File: src/rtl/cps_a_rom_slot_sched_pkg.sv
// Widths, layer/type codes and the fixed 8-slot ownership table for the A-board tile ROM scheduler.
package cps_a_pkg;

  localparam int ADDR_W     = 20;
  localparam int ROMA_W     = 23;
  localparam int ROM_DATA_W = 64;
  localparam int N_LAYERS   = 5;
  localparam int N_SLOTS    = 8;

  typedef enum logic [2:0] {
    SPR = 3'd0,
    SC1 = 3'd1,
    SC2 = 3'd2,
    SC3 = 3'd3,
    STR = 3'd4
  } layer_e;

  typedef enum logic {
    IDLE = 1'b0,
    RUN  = 1'b1
  } sched_state_e;

  localparam logic [2:0] TYPE_SPR = 3'b000;
  localparam logic [2:0] TYPE_SC1 = 3'b001;
  localparam logic [2:0] TYPE_SC2 = 3'b010;
  localparam logic [2:0] TYPE_SC3 = 3'b011;
  localparam logic [2:0] TYPE_STR = 3'b100;

  typedef struct packed {
    logic [2:0]        typ;
    logic [ADDR_W-1:0] addr;
  } roma_t;

  // Slot 0 sits in the low 3 bits; scroll layers get two slots per round.
  localparam logic [3*N_SLOTS-1:0] SLOT_TABLE = {SC3, SC2, SC1, STR, SC3, SC2, SC1, SPR};

  function automatic layer_e slot_owner(input logic [2:0] slot);
    return layer_e'(SLOT_TABLE[3*slot +: 3]);
  endfunction

  function automatic logic [2:0] layer_type(input layer_e l);
    case (l)
      SPR:     return TYPE_SPR;
      SC1:     return TYPE_SC1;
      SC2:     return TYPE_SC2;
      SC3:     return TYPE_SC3;
      STR:     return TYPE_STR;
      default: return TYPE_SPR;
    endcase
  endfunction

endpackage

File: src/rtl/cps_a_rom_slot_sched_if.sv
// Layer-fetcher / B-board ROM bus bundle; master = scheduler side, slave = fetchers plus ROM.
interface cps_a_rom_slot_sched_if;
  import cps_a_pkg::*;

  logic                         HBLANK_N;
  logic [N_LAYERS-1:0]          REQ_VALID;
  logic [N_LAYERS*ADDR_W-1:0]   REQ_ADDR;
  logic [N_LAYERS-1:0]          REQ_GNT;
  logic [ROMA_W-1:0]            ROMA;
  logic                         ROM_REQ;
  logic                         ROM_ACK;
  logic [ROM_DATA_W-1:0]        ROM_DATA;
  logic [N_LAYERS-1:0]          RD_VALID;
  logic [ROM_DATA_W-1:0]        RD_DATA;
  logic                         BUSY;
  logic                         LINE_DONE;
  logic                         ROM_TIMEOUT;
  logic                         LINE_ABORT;

  modport master (
    input  HBLANK_N, REQ_VALID, REQ_ADDR, ROM_ACK, ROM_DATA,
    output REQ_GNT, ROMA, ROM_REQ, RD_VALID, RD_DATA, BUSY, LINE_DONE, ROM_TIMEOUT, LINE_ABORT
  );

  modport slave (
    output HBLANK_N, REQ_VALID, REQ_ADDR, ROM_ACK, ROM_DATA,
    input  REQ_GNT, ROMA, ROM_REQ, RD_VALID, RD_DATA, BUSY, LINE_DONE, ROM_TIMEOUT, LINE_ABORT
  );

endinterface

File: src/rtl/cps_a_rom_slot_sched_slot_counter.sv
// Cycle/slot/round position within a line schedule; start (or restart) zeroes all counters.
// Strobes are combinational from the counters and qualified by run.
module cps_a_slot_counter #(
  parameter int SLOT_CYCLES = 4,
  parameter int ROUNDS      = 16
) (
  input  logic       CLK,
  input  logic       RESET,
  input  logic       run,
  input  logic       start,
  output logic [2:0] slot,
  output logic       slot_first,
  output logic       slot_last,
  output logic       line_last
);

  localparam int CYC_W = (SLOT_CYCLES > 1) ? $clog2(SLOT_CYCLES) : 1;
  localparam int RND_W = (ROUNDS > 1) ? $clog2(ROUNDS) : 1;
  localparam logic [CYC_W-1:0] CYC_LAST = CYC_W'(SLOT_CYCLES - 1);
  localparam logic [RND_W-1:0] RND_LAST = RND_W'(ROUNDS - 1);

  logic [CYC_W-1:0] cyc_q;
  logic [2:0]       slot_q;
  logic [RND_W-1:0] round_q;

  always_ff @(posedge CLK) begin
    if (RESET || start) begin
      cyc_q   <= '0;
      slot_q  <= '0;
      round_q <= '0;
    end else if (run) begin
      if (cyc_q == CYC_LAST) begin
        cyc_q  <= '0;
        slot_q <= slot_q + 3'd1;
        if (slot_q == 3'd7) begin
          round_q <= (round_q == RND_LAST) ? '0 : round_q + RND_W'(1);
        end
      end else begin
        cyc_q <= cyc_q + CYC_W'(1);
      end
    end
  end

  assign slot       = slot_q;
  assign slot_first = run & (cyc_q == '0);
  assign slot_last  = run & (cyc_q == CYC_LAST);
  assign line_last  = slot_last & (slot_q == 3'd7) & (round_q == RND_LAST);

endmodule

File: src/rtl/cps_a_rom_slot_sched.sv
// Per-line slot scheduler for the tile ROM bus: grants at slot cycle 0, ROM_REQ from cycle 1 until ACK or slot end.
// RD_VALID/RD_DATA one cycle after ACK; no backpressure, unanswered slots time out. CPS_A_STARS_EN enables slot 4 (stars).
module cps_a_rom_slot_sched
  import cps_a_pkg::*;
#(
  parameter int SLOT_CYCLES = 4,
  parameter int ROUNDS      = 16
) (
  input  logic                  CLK,
  input  logic                  RESET,
  cps_a_rom_slot_sched_if.master bus
);

`ifdef CPS_A_STARS_EN
  localparam logic [N_LAYERS-1:0] LAYER_EN = 5'b11111;
`else
  localparam logic [N_LAYERS-1:0] LAYER_EN = 5'b01111;
`endif

  sched_state_e state_q, state_d;

  logic                  hb_q;
  logic                  start;
  logic                  run;
  logic                  abort;
  logic                  issue;
  logic [2:0]            slot;
  logic                  slot_first;
  logic                  slot_last;
  logic                  line_last;
  layer_e                owner;
  layer_e                req_owner_q;
  logic [N_LAYERS-1:0]   req_vld;
  logic [N_LAYERS-1:0]   gnt;
  roma_t                 roma_q;
  logic                  rom_req_q;
  logic [N_LAYERS-1:0]   rd_valid_q;
  logic [ROM_DATA_W-1:0] rd_data_q;
  logic                  line_done_q;
  logic                  timeout_q;
  logic                  abort_q;

  assign start   = hb_q & ~bus.HBLANK_N;
  assign run     = (state_q == RUN);
  assign owner   = slot_owner(slot);
  assign req_vld = bus.REQ_VALID & LAYER_EN;

  cps_a_slot_counter #(
    .SLOT_CYCLES (SLOT_CYCLES),
    .ROUNDS      (ROUNDS)
  ) u_cnt (
    .CLK        (CLK),
    .RESET      (RESET),
    .run        (run),
    .start      (start),
    .slot       (slot),
    .slot_first (slot_first),
    .slot_last  (slot_last),
    .line_last  (line_last)
  );

  always_comb begin
    state_d = state_q;
    abort   = 1'b0;
    issue   = 1'b0;
    gnt     = '0;
    case (state_q)
      IDLE: begin
        if (start) state_d = RUN;
      end
      RUN: begin
        // A fall landing on the final cycle is a clean hand-over, not an abort.
        if (start) begin
          state_d = RUN;
          abort   = ~line_last;
        end else if (line_last) begin
          state_d = IDLE;
        end
        if (slot_first && req_vld[owner] && !abort) begin
          issue = 1'b1;
          gnt   = N_LAYERS'(1) << owner;
        end
      end
      default: state_d = IDLE;
    endcase
  end

  always_ff @(posedge CLK) begin
    if (RESET) begin
      hb_q        <= 1'b1;
      state_q     <= IDLE;
      rom_req_q   <= 1'b0;
      roma_q      <= '0;
      req_owner_q <= SPR;
      rd_valid_q  <= '0;
      rd_data_q   <= '0;
      line_done_q <= 1'b0;
      timeout_q   <= 1'b0;
      abort_q     <= 1'b0;
    end else begin
      hb_q        <= bus.HBLANK_N;
      state_q     <= state_d;
      rd_valid_q  <= '0;
      timeout_q   <= 1'b0;
      line_done_q <= line_last;
      abort_q     <= abort;
      if (abort) begin
        rom_req_q <= 1'b0;
      end else begin
        // ACK wins over the deadline so an answer on the last cycle still counts.
        if (rom_req_q && bus.ROM_ACK) begin
          rom_req_q  <= 1'b0;
          rd_valid_q <= N_LAYERS'(1) << req_owner_q;
          rd_data_q  <= bus.ROM_DATA;
        end else if (rom_req_q && slot_last) begin
          rom_req_q <= 1'b0;
          timeout_q <= 1'b1;
        end
        if (issue) begin
          rom_req_q   <= 1'b1;
          roma_q.typ  <= layer_type(owner);
          roma_q.addr <= bus.REQ_ADDR[ADDR_W*int'(owner) +: ADDR_W];
          req_owner_q <= owner;
        end
      end
    end
  end

  assign bus.REQ_GNT     = gnt;
  assign bus.ROMA        = roma_q;
  assign bus.ROM_REQ     = rom_req_q;
  assign bus.RD_VALID    = rd_valid_q;
  assign bus.RD_DATA     = rd_data_q;
  assign bus.BUSY        = run;
  assign bus.LINE_DONE   = line_done_q;
  assign bus.ROM_TIMEOUT = timeout_q;
  assign bus.LINE_ABORT  = abort_q;

endmodule

File: src/flat_wrapper.sv
// flat-port wrapper written by rule: the top's interface ports become plain ports
module cps_a_rom_slot_sched_flat import cps_a_pkg::*;
#(
  parameter int SLOT_CYCLES = 4,
  parameter int ROUNDS      = 16
)
  (CLK, RESET, bus_HBLANK_N, bus_REQ_VALID, bus_REQ_ADDR, bus_ROM_ACK, bus_ROM_DATA, bus_REQ_GNT, bus_ROMA, bus_ROM_REQ, bus_RD_VALID, bus_RD_DATA, bus_BUSY, bus_LINE_DONE, bus_ROM_TIMEOUT, bus_LINE_ABORT);
  cps_a_rom_slot_sched_if bus_i ();
  input  logic CLK;
  input  logic RESET;
  input wire logic [$bits(bus_i.HBLANK_N)-1:0] bus_HBLANK_N;
  input wire logic [$bits(bus_i.REQ_VALID)-1:0] bus_REQ_VALID;
  input wire logic [$bits(bus_i.REQ_ADDR)-1:0] bus_REQ_ADDR;
  input wire logic [$bits(bus_i.ROM_ACK)-1:0] bus_ROM_ACK;
  input wire logic [$bits(bus_i.ROM_DATA)-1:0] bus_ROM_DATA;
  output wire logic [$bits(bus_i.REQ_GNT)-1:0] bus_REQ_GNT;
  output wire logic [$bits(bus_i.ROMA)-1:0] bus_ROMA;
  output wire logic [$bits(bus_i.ROM_REQ)-1:0] bus_ROM_REQ;
  output wire logic [$bits(bus_i.RD_VALID)-1:0] bus_RD_VALID;
  output wire logic [$bits(bus_i.RD_DATA)-1:0] bus_RD_DATA;
  output wire logic [$bits(bus_i.BUSY)-1:0] bus_BUSY;
  output wire logic [$bits(bus_i.LINE_DONE)-1:0] bus_LINE_DONE;
  output wire logic [$bits(bus_i.ROM_TIMEOUT)-1:0] bus_ROM_TIMEOUT;
  output wire logic [$bits(bus_i.LINE_ABORT)-1:0] bus_LINE_ABORT;
  assign bus_i.HBLANK_N = bus_HBLANK_N;
  assign bus_i.REQ_VALID = bus_REQ_VALID;
  assign bus_i.REQ_ADDR = bus_REQ_ADDR;
  assign bus_i.ROM_ACK = bus_ROM_ACK;
  assign bus_i.ROM_DATA = bus_ROM_DATA;
  assign bus_REQ_GNT = bus_i.REQ_GNT;
  assign bus_ROMA = bus_i.ROMA;
  assign bus_ROM_REQ = bus_i.ROM_REQ;
  assign bus_RD_VALID = bus_i.RD_VALID;
  assign bus_RD_DATA = bus_i.RD_DATA;
  assign bus_BUSY = bus_i.BUSY;
  assign bus_LINE_DONE = bus_i.LINE_DONE;
  assign bus_ROM_TIMEOUT = bus_i.ROM_TIMEOUT;
  assign bus_LINE_ABORT = bus_i.LINE_ABORT;
  cps_a_rom_slot_sched #(.SLOT_CYCLES(SLOT_CYCLES), .ROUNDS(ROUNDS)) u_core (.CLK(CLK), .RESET(RESET), .bus(bus_i));
endmodule
File: config.mk
export PLATFORM = sky130hd
export DESIGN_NAME = cps_a_rom_slot_sched_flat
export DESIGN_NICKNAME = d
export VERILOG_FILES = /design/src/rtl/cps_a_rom_slot_sched_pkg.sv /design/src/rtl/cps_a_rom_slot_sched_if.sv /design/src/rtl/cps_a_rom_slot_sched_slot_counter.sv /design/src/rtl/cps_a_rom_slot_sched.sv /design/src/flat_wrapper.sv
export SDC_FILE = /design/constraint.sdc
export NUM_CORES = 1
export LEC_CHECK = 0
export CAP_MARGIN = 20
export CORE_ASPECT_RATIO = 0.8
export CORE_UTILIZATION = 32
export DETAILED_ROUTE_END_ITERATION = 6
export PLACE_DENSITY = 0.66
export SLEW_MARGIN = 15
export SYNTH_ARGS = -nofsm -noshare
export SYNTH_HDL_FRONTEND = slang
export SYNTH_SLANG_ARGS = --single-unit
File: constraint.sdc
create_clock -name CLK -period 3.25 [get_ports CLK]
set_input_delay 0.8125 -clock CLK [delete_from_list [all_inputs] [get_ports CLK]]
set_output_delay 0.8125 -clock CLK [all_outputs]
set_load 0.05 [all_outputs]
Word level (Yosys, flattened, before mapping)
Cells that the tools add are included.
- $add $sub $neg: 3
- $mul: 2
- $lt $le $gt $ge: 1
- eq/ne operators: 7
- shift-type cells: 4
- multiplexer cells: 20
- bitwise logic cells: 10
- reductions and logical operators: 15
- operators with widths (cell ; number):
    indexed part select 100 x 32 -> 20 bit ; 1
    indexed part select 24 x 6 -> 3 bit, first input constant ; 1
    2-to-1 mux 1 bit ; 13
    one-hot mux 3 bit (4 select lines) ; 1
    2-to-1 mux 5 bit ; 2
    left shift 1 x 3 -> 5 bit, first input constant ; 2
    equality test 3 x 2 -> 1 bit, second input constant ; 2
    equality test 3 bit, second input constant ; 2
    multiplier 3 x 3 -> 6 bit, first input constant ; 1
    AND reduction 2 bit ; 3
    OR reduction 3 bit ; 2
    AND 1 bit ; 5
    multiplier 2 x 3 -> 5 bit, first input constant ; 1
    inverter 1 bit ; 5
    adder 4 x 1 -> 4 bit, second input constant ; 1
    equality test 4 bit, second input constant ; 1
    logical AND 1 bit ; 4
    < comparator 3 x 4 -> 1 bit, second input constant ; 1
    2-to-1 mux 4 bit ; 1
    adder 3 x 1 -> 3 bit, second input constant ; 1
    binary-select mux 1 bit (select 3 bit) ; 1
    equality test 3 x 1 -> 1 bit, second input constant ; 1
    AND reduction 3 bit ; 1
    nonzero test 3 bit ; 1
    8 further kinds ; 8
- register bits after elaboration: 110

Depth between registers and ports, before layout
- word-level depth: 12
- mapped depth: 10

By module
Synthesis repeated with hierarchy kept, for this count alone.
- cells, all modules: 517
- area, all modules: 4645.7 um^2
- by module, submodules not included (module ; instances ; cells each ; area an instance (um^2)):
    cps_a_rom_slot_sched ; 1 ; 467 ; 4207.8
    cps_a_slot_counter ; 1 ; 50 ; 437.9

Worst setup path after synthesis
No wires, ideal clock.
- path type: reg-to-output
- start: reg u_core.u_cnt.slot_q[0] (netlist: u_core.u_cnt.slot[0])
- end: out bus_REQ_GNT[0]
- arrival: 3.008 ns
- required time: 2.438 ns
- setup slack: -0.571 ns
- stages on the path, launching flop included: 11
- path buffers: 4
- path through: dfxtp_1 buf_6 buf_2 inv_1 ha_1 nand2_1 and3_1 buf_1 buf_2 nand3_1 nor3b_1
- word-level cells in the longest chain between the ends: 10
- elaborated cells between the ends (all ways): 16
- classes of those cells: mul (1); eq/ne (1); shift (2); mux (6); bitwise (3); reduce/logical (3)
- RTL lines (item ; RTL line ; RTL):
    start: declaration ; cps_a_rom_slot_sched_slot_counter.sv:23 ; logic [2:0] slot_q;
    start signal: assignment ; cps_a_rom_slot_sched_slot_counter.sv:34 ; slot_q <= slot_q + 3'd1;
    branches (longest 8 deep; another with multiplier 2 x 3 -> 5 bit) ; -- ;
    2-to-1 mux 5 bit * ; cps_a_rom_slot_sched.sv:79 ; if (slot_first && req_vld[owner] && !abort) begin
    2-to-1 mux 5 bit * ; cps_a_rom_slot_sched.sv:67 ; case (state_q)
    end: declaration ; flat_wrapper.sv:16 ; output wire logic [$bits(bus_i.REQ_GNT)-1:0] bus_REQ_GNT;
Mark *: on every way between the ends. The select of a mux whose other input is x is not followed.

Worst setup path in the final report
- start: in bus_REQ_VALID[3]
- end: out bus_REQ_GNT[1]
- word-level cells in the longest chain between the ends: 6
- RTL lines (item ; RTL line ; RTL):
    start: declaration ; flat_wrapper.sv:12 ; input wire logic [$bits(bus_i.REQ_VALID)-1:0] bus_REQ_VALID;
    binary-select mux 1 bit (select 3 bit) ; cps_a_rom_slot_sched.sv:79 ;
    2-to-1 mux 1 bit (not written as such) ; cps_a_rom_slot_sched.sv:79 ;
    logical AND 1 bit (2 in series) ; cps_a_rom_slot_sched.sv:79 ;
    2-to-1 mux 5 bit ; cps_a_rom_slot_sched.sv:79 ;
    2-to-1 mux 5 bit ; cps_a_rom_slot_sched.sv:67 ;
No other way between the ends. The select of a mux whose other input is x is not followed.

==> results.cfg <==
[placement]
dp_hpwl_mm = 13.2
place_worst_setup_slack_ns = 0.154
place_congestion = 0.851
portBuffers = 272

[timing]
fmax_ghz = 0.323
hold_violations = 0
finalCritPeriodShare = 0.954
period_minus_slack_ns = 3.10
tns_ns = 0
worst_slew_pin_slew_ns = 0.767
fin_worst_skew_ns = 0.00869
setup_violations = 0
slew_headroom = 0.489
fin_ws_ns = 0.150
rsz0062_at_grt = no
maxSlewViolCount = 0

[yosys]
yosysSeqAreaShare = 0.391
yosys_most_used_dff = dfxtp_1
async_flop_share = 0
synth_edf_count = 0
syn_avg_cell_area_um2 = 9.78
ys_types = 45
syn_inst = 571
synth_area_um2 = 5590
synth-seq-cells = 109
synth.net_count = 753
yosysWarnings = 0

[pwr]
power_uw = 3090
leakagePower_uw = 0.00294
ir_drop_mv = 0.245
power_density_nw_per_um2 = 351

[floorplanning]
start_util = 0.332
fp.dieH_um = 120
core-area_um2 = 16800
die_area_um2 = 18000
fp-row-count = 42
die_x_um = 150
ios = 275

[clock_network]
h-tree-depth = 3
cts.sinks = 109
cts_tree = built
insertion_delay_ns = 0.34
clockRootBuffer = clkbuf_16
cts_hold_buf = 0
cts_buffers = 9
cts_setup_buffers = 0
clk_path_buf_depth = 2
cts.clk_slew.worst_paths_ns = 0.07

[job]
drv_cap = 0

[global_routing]
grt_pass1_vias = 5113
grt_usage = 0.188
grt_overflow = 0
grt_pass1_wl_mm = 26.6
antenna_found_initial = 0
grt_max_degree = 84

[critical_path]
path_buf_inv = 3
critPathSlowestCell = mux4_2
crit_path_end_kind = output port
cp-start-kind = input pin
worstPathRequired_ns = 2.44
critPathKind = in -> out
cpPeakStageDelay_ns = 0.53
crit_family = buffers and inverters
r2r_slack_ns = 0.85
crit_chain = clkdlybuf4s50_1, mux4_2, inv_2, nor3_4, and2_1, buf_12
crit_arrival_ns = 2.29
critPathMaxFanout = 4

[route]
vias = 5066
drc = 0
drt-total-wl_mm = 17.4
post_drt_wl_per_cell_um = 16.7
drt_iter0_markers = 229
routed_via_density = 4.86
final_antenna_net_count = 0
first_pass_iters = 4

[finish]
drive_gt1_frac = 0.0838
syn_to_final_growth_pct = 57.6
nets = 1000
final_util = 0.523
n_antenna_cell = 0

[worst_hold_path]
worstHoldPathType = reg -> reg

[status]
outcome = finished clean
what timing repair did:
item | CTS | global route
hold endpoints to repair | 0 | 0
gates resized for setup | 0 | 1
setup endpoints to repair | 0 | 3
final timing paths:
path | startpoint | endpoint | depth (start not counted)
min | u_core.bus.RD_DATA[26] | u_core.bus.RD_DATA[26] | 2
max reg2reg | u_core.u_cnt.slot[0] | u_core.bus.RD_DATA[54] | 7
min reg2reg | u_core.bus.RD_DATA[26] | u_core.bus.RD_DATA[26] | 2
max | bus_REQ_VALID[3] | bus_REQ_GNT[1] | 6
placed cells by master (no fill, tap or decap), types with 2 or more instances in the layout:
master	Yosys	layout
and2_1	4	4
nor4b_1	2	2
dfxtp_1	109	108
a211oi_2	19	19
nand2_1	10	10
buf_12	0	6
clkinv_4	0	2
nor3_1	4	3
clkbuf_16	0	9
buf_4	3	12
nor2_1	14	14
a21oi_1	29	29
ha_1	9	8
inv_1	5	5
nand3_1	5	5
nand4_1	3	3
a31oi_1	22	22
clkdlybuf4s50_1	0	267
o31ai_1	2	2
inv_6	0	2
a211oi_1	4	4
nor3b_2	2	2
nand2b_1	133	133
o22ai_1	19	19
mux2i_1	106	106
through the flow:
step           std cells  hold slack (ns)  area (µm²)
2_1_floorplan        571            0.454        5600
3_3_place_gp        1027            0.458        8490
5_1_grt             1043            0.494        8800
3_5_place_dp        1027            0.463        8490
6_report            1043            0.471        8800
4_1_cts             1043            0.475        8800
registers in the layout, indices dropped and copies added, names as in the netlist, 2 cells and up:
name	count
u_core.bus.RD_DATA	64
u_core.bus.RD_VALID	5
u_core.bus.ROMA	23
u_core.req_owner_q	2
u_core.u_cnt.cyc_q	2
u_core.u_cnt.round_q	4
u_core.u_cnt.slot	3
layout make-up:
class	count	area (µm²)
clock buffers	9	225
clock inverters	7	81.3
fillers	1526	8020
inverters	6	22.5
multi-input cells	407	3130
flip-flops and latches	109	2180
well taps	220	275
repair buffers	285	2880
layer usage:
layer  global-route usage  share of wire
met1                0.229           0.43
met2                0.334           0.50
met3               0.0422          0.062
met4               0.0436         0.0080
met5                    0              0
cell usage after synthesis (2+ instances only):
cell,n,share of area
buf_4,3,0.0040
nor4b_1,2,0.0031
o22ai_1,19,0.021
nand3_1,5,0.0045
a31oi_1,22,0.025
nand2b_1,133,0.15
nor2_1,14,0.0094
o31ai_1,2,0.0027
a211oi_2,19,0.043
buf_2,13,0.012
nand2_1,10,0.0067
nand4_1,3,0.0034
dfxtp_1,109,0.39
a21oi_1,29,0.026
ha_1,9,0.020
buf_6,8,0.016
nor3b_2,2,0.0045
buf_1,2,0.0013
mux2i_1,106,0.19
a211oi_1,4,0.0054
clkbuf_1,23,0.015
and2_1,4,0.0045
inv_1,5,0.0034
nor3_1,4,0.0036
where the power goes:
group / switching [µW] / internal (µW) / leakage, µW
Clock: 523 / 611 / 0.000152
Sequential: 17.1 / 1360 / 0.000882
Combinational: 259 / 316 / 0.00191
Total: 799 / 2290 / 0.00294
worst register-to-register path, cell delays in order, from the launching register on:
cell,delay [ns]
dfxtp_2,0.38
ha_1,0.18
ha_2,0.26
nand4_4,0.15
o211ai_2,0.27
and2b_4,0.58
buf_12,0.27
mux2i_1,0.22
cell families (layout without fill, tap and decap cells):
family	after synthesis	after routing	synth area share
other	1	1	0.000671
and+or+nand+nor	187	187	0.207
buffers and inverters	55	307	0.0526
DFF	109	109	0.391
muxes	107	107	0.194
xor gates and xnor gates	2	2	0.00314
AOI/OAI and AO/OA	101	101	0.132
adders and majority gates	9	9	0.0202
(Power assumes the default switching activity.)
